<file path="config.mk">
export PLATFORM = sky130hd
export DESIGN_NAME = mem_wb_sram_stage
export DESIGN_NICKNAME = d
export VERILOG_FILES = /design/src/rtl/mem_wb_sram_stage.sv
export SDC_FILE = /design/constraint.sdc
export NUM_CORES = 1
export LEC_CHECK = 0
export ABC_CLOCK_PERIOD_IN_PS = 2250
export CELL_PAD_IN_SITES_DETAIL_PLACEMENT = 1
export CELL_PAD_IN_SITES_GLOBAL_PLACEMENT = 2
export CORE_ASPECT_RATIO = 1.25
export CORE_MARGIN = 2
export CORE_UTILIZATION = 25
export DETAILED_ROUTE_END_ITERATION = 12
export GPL_ROUTABILITY_DRIVEN = 1
export PLACE_DENSITY = 0.85
export RECOVER_POWER = 25
export SYNTH_ARGS = -nofsm -noshare
export SYNTH_HDL_FRONTEND = slang
export SYNTH_SLANG_ARGS = --single-unit
</file>
<file path="constraint.sdc">
create_clock -name clk -period 2.25 [get_ports clk]
set_clock_uncertainty 0.05 [all_clocks]
set_input_delay 0.45 -clock clk [delete_from_list [all_inputs] [get_ports clk]]
set_output_delay 0.45 -clock clk [all_outputs]
set_load 0.02 [all_outputs]
</file>
<file path="src/rtl/mem_wb_sram_stage.sv">
// MEM stage + MEM/WB register: 32-bit loads/stores as two half-word SRAM accesses. ALU ops 1 cycle;
// memory ops occupy 2*SRAM_WAIT+2 cycles with freeze high for the first 2*SRAM_WAIT+1; inputs held while frozen.
module mem_wb_sram_stage #(
  parameter int          SRAM_WAIT = 2,
  parameter logic [31:0] BASE_ADDR = 32'd1024,
  parameter int          SRAM_AW   = 18
) (
  input  logic               clk,
  input  logic               reset,
  input  logic               wb_en_in,
  input  logic               mem_r_en,
  input  logic               mem_w_en,
  input  logic [31:0]        alu_result,
  input  logic [31:0]        st_val,
  input  logic [3:0]         dest_in,
  output logic               freeze,
  output logic               wb_en,
  output logic [3:0]         dest_wb,
  output logic [31:0]        result_wb,
  output logic [SRAM_AW-1:0] sram_addr,
  output logic [15:0]        sram_dq_out,
  output logic               sram_dq_oe,
  output logic               sram_we_n,
  input  logic [15:0]        sram_dq_in
);

  typedef enum logic [1:0] {
    S_IDLE = 2'd0,
    S_LO   = 2'd1,
    S_HI   = 2'd2,
    S_DONE = 2'd3
  } state_t;

  localparam int            CW       = (SRAM_WAIT > 1) ? $clog2(SRAM_WAIT) : 1;
  localparam logic [CW-1:0] CNT_LAST = CW'(SRAM_WAIT - 1);

  state_t        state_q, state_d;
  logic [CW-1:0] cnt_q, cnt_d;
  logic [15:0]   lo_q, lo_d;
  logic [15:0]   hi_q, hi_d;
  logic          wb_en_q, wb_en_d;
  logic [3:0]    dest_wb_q, dest_wb_d;
  logic [31:0]   result_wb_q, result_wb_d;

  logic               req;
  logic               is_load;
  logic               is_store;
  logic               phase_last;
  logic               freeze_int;
  logic [SRAM_AW:0]   off;
  logic [SRAM_AW-2:0] word;
  logic               off_byte_unused;

  assign req        = mem_r_en | mem_w_en;
  assign is_load    = mem_r_en;
  // A load wins when both enables are raised; the store half is dropped.
  assign is_store   = mem_w_en & ~mem_r_en;
  assign phase_last = (cnt_q == CNT_LAST);

  // Only the low SRAM_AW+1 bits of the offset matter, so subtract at that width.
  assign off             = alu_result[SRAM_AW:0] - BASE_ADDR[SRAM_AW:0];
  assign word            = off[SRAM_AW:2];
  assign off_byte_unused = ^off[1:0];

  assign freeze_int = ((state_q == S_IDLE) & req) | (state_q == S_LO) | (state_q == S_HI);
  assign freeze     = reset & freeze_int;

  always_comb begin
    state_d = state_q;
    cnt_d   = cnt_q;
    lo_d    = lo_q;
    hi_d    = hi_q;
    case (state_q)
      S_IDLE: begin
        if (req) begin
          state_d = S_LO;
          cnt_d   = '0;
        end
      end
      S_LO: begin
        if (phase_last) begin
          state_d = S_HI;
          cnt_d   = '0;
          if (is_load) lo_d = sram_dq_in;
        end else begin
          cnt_d = cnt_q + CW'(1);
        end
      end
      S_HI: begin
        if (phase_last) begin
          state_d = S_DONE;
          cnt_d   = '0;
          if (is_load) hi_d = sram_dq_in;
        end else begin
          cnt_d = cnt_q + CW'(1);
        end
      end
      S_DONE: begin
        state_d = S_IDLE;
      end
      default: begin
        state_d = S_IDLE;
        cnt_d   = '0;
      end
    endcase
  end

  always_comb begin
    sram_addr   = '0;
    sram_dq_out = '0;
    sram_dq_oe  = 1'b0;
    sram_we_n   = 1'b1;
    if (state_q == S_LO) begin
      sram_addr = {word, 1'b0};
      if (is_store) begin
        sram_dq_out = st_val[15:0];
        sram_dq_oe  = 1'b1;
        sram_we_n   = 1'b0;
      end
    end else if (state_q == S_HI) begin
      sram_addr = {word, 1'b1};
      if (is_store) begin
        sram_dq_out = st_val[31:16];
        sram_dq_oe  = 1'b1;
        sram_we_n   = 1'b0;
      end
    end
  end

  // While frozen a bubble enters the MEM/WB register so the register file never sees an early or repeated write.
  always_comb begin
    wb_en_d     = 1'b0;
    dest_wb_d   = dest_wb_q;
    result_wb_d = result_wb_q;
    if (!freeze_int) begin
      wb_en_d     = wb_en_in & ~is_store;
      dest_wb_d   = dest_in;
      result_wb_d = mem_r_en ? {hi_q, lo_q} : alu_result;
    end
  end

  always_ff @(posedge clk or negedge reset) begin
    if (!reset) begin
      state_q     <= S_IDLE;
      cnt_q       <= '0;
      lo_q        <= '0;
      hi_q        <= '0;
      wb_en_q     <= 1'b0;
      dest_wb_q   <= '0;
      result_wb_q <= '0;
    end else begin
      state_q     <= state_d;
      cnt_q       <= cnt_d;
      lo_q        <= lo_d;
      hi_q        <= hi_d;
      wb_en_q     <= wb_en_d;
      dest_wb_q   <= dest_wb_d;
      result_wb_q <= result_wb_d;
    end
  end

  assign wb_en     = wb_en_q;
  assign dest_wb   = dest_wb_q;
  assign result_wb = result_wb_q;

endmodule

</file>
==> results of run 1 <==
-- power breakdown --
| group | internal [mW] | switching, mW | leakage, nW |
|---|---|---|---|
| Sequential | 1.99 | 0.429 | 0.846 |
| Combinational | 2.24 | 2.30 | 1.68 |
| Clock | 0.999 | 0.542 | 0.152 |
-- cells in the final DEF, fill, tap and decap left out, drive strengths merged, types with 2 or more instances in the layout --
master and instances:
clkdlybuf4s50 115, buf 90, dfrtp 72, a21oi 38, mux2 37, mux2i 32, a31oi 32, a22o 16
clkbuf 14, and2 9, nor2 7, inv 7, or3 5, ha 5, o21ai 5, or4 3
nand3 3, nand2b 3, o31ai 2, clkinvlp 2, bufinv 2, nand2 2
-- worst register-to-register path, cell delays in order, from the launching register on --
cell,delay [ns]
dfrtp_1,0.43
inv_2,0.11
buf_4,0.12
ha_1,0.23
or3b_2,0.50
a21boi_0,0.17
mux2_2,0.29
-- cell type report --
type / instances / area, µm² / area share (%)
well taps: 175 / 219.0 / 3.571
flip-flops and latches: 72 / 1802 / 29.39
repair buffers: 210 / 1963 / 32.02
clock inverters: 5 / 80.08 / 1.306
inverters: 7 / 31.28 / 0.5102
multi-input cells: 207 / 1793 / 29.24
clock buffers: 11 / 242.7 / 3.959
-- path summary, 6_finish.rpt --
check,endpoint,depth (start not counted)
worst max-delay path,sram_addr[17],5
worst min-delay path,hi_q[13],1
worst max register to register,state_q[1],6
worst min register to register,hi_q[13],1
max in group asynchronous,dest_wb[3],2
min in group asynchronous,lo_q[9],2
-- through the flow --
stage / total power [mW] / setup TNS [ns]
after floorplan: 4.758 / -0.08408
after global placement: 6.666 / -14.48
after detailed placement: 6.837 / -15.57
after CTS: 8.520 / -0.4171
after global routing: 9.043 / -2.134
final: 8.501 / -0.04402
-- routing by layer --
| layer | track usage, % | routed length, µm |
|---|---|---|
| met5 | 0 | 0 |
| met2 | 30.64 | 6603 |
| met1 | 19.56 | 5296 |
| met3 | 4.311 | 760 |
| met4 | 4.097 | 144 |
-- sequential cells by signal, summed over array words and instances, names as in the netlist --
register and flops:
cnt_q 1, dest_wb 4, hi_q 16, lo_q 16, result_wb 32, state_q 2, wb_en 1
-- kinds of logic after synthesis --
family / Yosys count
flops: 72
fa+ha+maj: 5
compound gates: 97
xor+xnor: 1
buf+inv: 32
simple gates: 35
mux: 69
-- what timing repair did --
action / CTS / global route
pin swaps: 27 / 11
endpoints found under the setup margin: 37 / 23
buffers inserted: 10 / 4
resized for setup: 243 / 22
cloned: 1 / 0
==> results.md, run 1 <==
* Status: finished with violations
* Failing checks: max-capacitance violations, max-slew violations, negative setup slack
* Crit start category: primary input
* Buffer depth of the longest clock path at 2
* Slew @ Worst Pin at 1.811 ns
* Vias/cell at 4.802
* RSZ-0062 raised after global routing: true
* Ys flop type: dfrtp_1
* # IOs at 163
* CTS buffer count at 9
* Synth cell count leaders: dfrtp_1, a21oi_1, mux2_2
* Leakage power total at 2.675 nW
* CTS tree: built
* Hold WS at 0.4534 ns
* Syn Std Cell Area at 3562 µm²
* Non-Filler Instances at 687
* CP Capture Type: primary output
* DP Cell Count at 658
* Synth Net Count at 405
* Die height at 137.5 µm
* Fmax at 435.9 MHz
* Antenna viol nets, final at 0
* Worst slack at placement at -0.9422 ns
* Internal reg-to-reg setup slack at 0.22 ns
* Area contributors post-synth: dfrtp_1, mux2_2, mux2i_1
* Slew HR at -20.75%
* Port Buffer Count at 162
* Vias in the first global route at 3,582
* Post-Synth XOR/XNOR Area at 0.2459%
* Most frequent cell after synthesis: dfrtp_1
* FILL cells at 1,527
* Pre-antenna DRT Iters at 4
* Slowest stage delay, CP at 0.54 ns
* Final setup margin at -0.04401 ns
* Distinct cells, synth at 31
* Largest net degree at the start of global routing at 73
* Post-synth EDFFs at 0
* Crit path DAT at 1.79 ns
* Hold Violations, Final at 0
* Cell taking the most area after synthesis: dfrtp_1
* Diodes inserted at 0
* Worst setup path class: primary input to primary output
* Synth Area in Compound Gates at 16.89%
* Largest family of logic cells by synthesized area: multiplexers
* Post-Synthesis Cells at 311
* Mean area per synthesized cell at 11.45 µm²
* Setup violators final at 2
* Seq cells post-synth at 72
* Yosys warns at 0
* Clock transition at path regs at 0.05 ns
* Required time worst endpoint at 1.75 ns
* Simple-gate portion of the synthesized area at 6.006%
* First-pass GRT wire length at 19,800 µm
* Initial antenna violation count at 0
* Core region area at 13,870 µm²
* Max-cap violations at 1
* Placer Congestion at 0.8646
* Shortest period the worst path allows at 2.294 ns
* GR Overflow Total at 0
* Min-Delay Startpoint: hi_q[13]
* CTS sink count at 72
* Power density cells at 1387 nW/µm²
* Remaining DRCs at 0
* Routed WL at 12,800 µm
* Post-Synth Adder-Cell Area at 1.756%
* Origin of the worst setup path: alu_result[16]
* Crit path buf inv count at 2
* Dpl cell area at 5623 µm²
* Post-DR wirelength/cell at 18.64 µm
* Initial core utilization at 25.68%
* Worst-Skew Late Latency at 0.33 ns
* Layout cells sized above 1 at 34.96%
* Crit path max-delay cell type: or4_4
* Tcrit/Tclk final at 102.0%
* Tot GR Track Use at 16.70%
* Layout Cell Area excl Fill at 6131 µm²
* Peak VDD IR at 0.6278 mV
* DRT iter0 DRCs at 118
* Hold buffer count at cts at 0
* Routed via count at 3,299
* Seq/Total Area, Yosys at 50.58%
* Critical path fanouts, max at 3
* Fraction of registers with async set or reset after synthesis at 100.0%
* Area grow syn2layout at 72.11%
* Share of the synthesized area in the top cell type at 50.58%
* Die X-Extent at 110.8 µm
* Max-slew violations at 73
* Worst hold path class: flop to flop
* Final #Nets at 601
* DP HPWL at 9394 µm
* Post-synthesis mux area share at 20.69%
* Worst r2r src: state_q[1]
* CTS Root Cell: clkbuf_16
* Post-layout util at 44.19%
* CTS H-tree depth at 3
* Die area at 15,230 µm²
* CP cell instances: buf_6 > or4_4 > or4_4 > a21oi_4 > buf_6
* Core Rows at 48
* Crit-path leading delay family: simple AND/OR/NAND/NOR gates
Power figures use the tool's default switching activity.
==> inputs of run 2 (changes only) <==
HOLD_SLACK_MARGIN = 0.1   (was unset)
SLEW_MARGIN = 20   (was unset)
==> results of run 2 <==
Same layout as run 1: the final DEF is identical, and so are final timing and power.
==> inputs of run 3 (changes only) <==
CTS_CLUSTER_SIZE = 28   (was unset)
==> results of run 3 <==
Same layout as run 1: the final DEF is identical, and so are final timing and power.
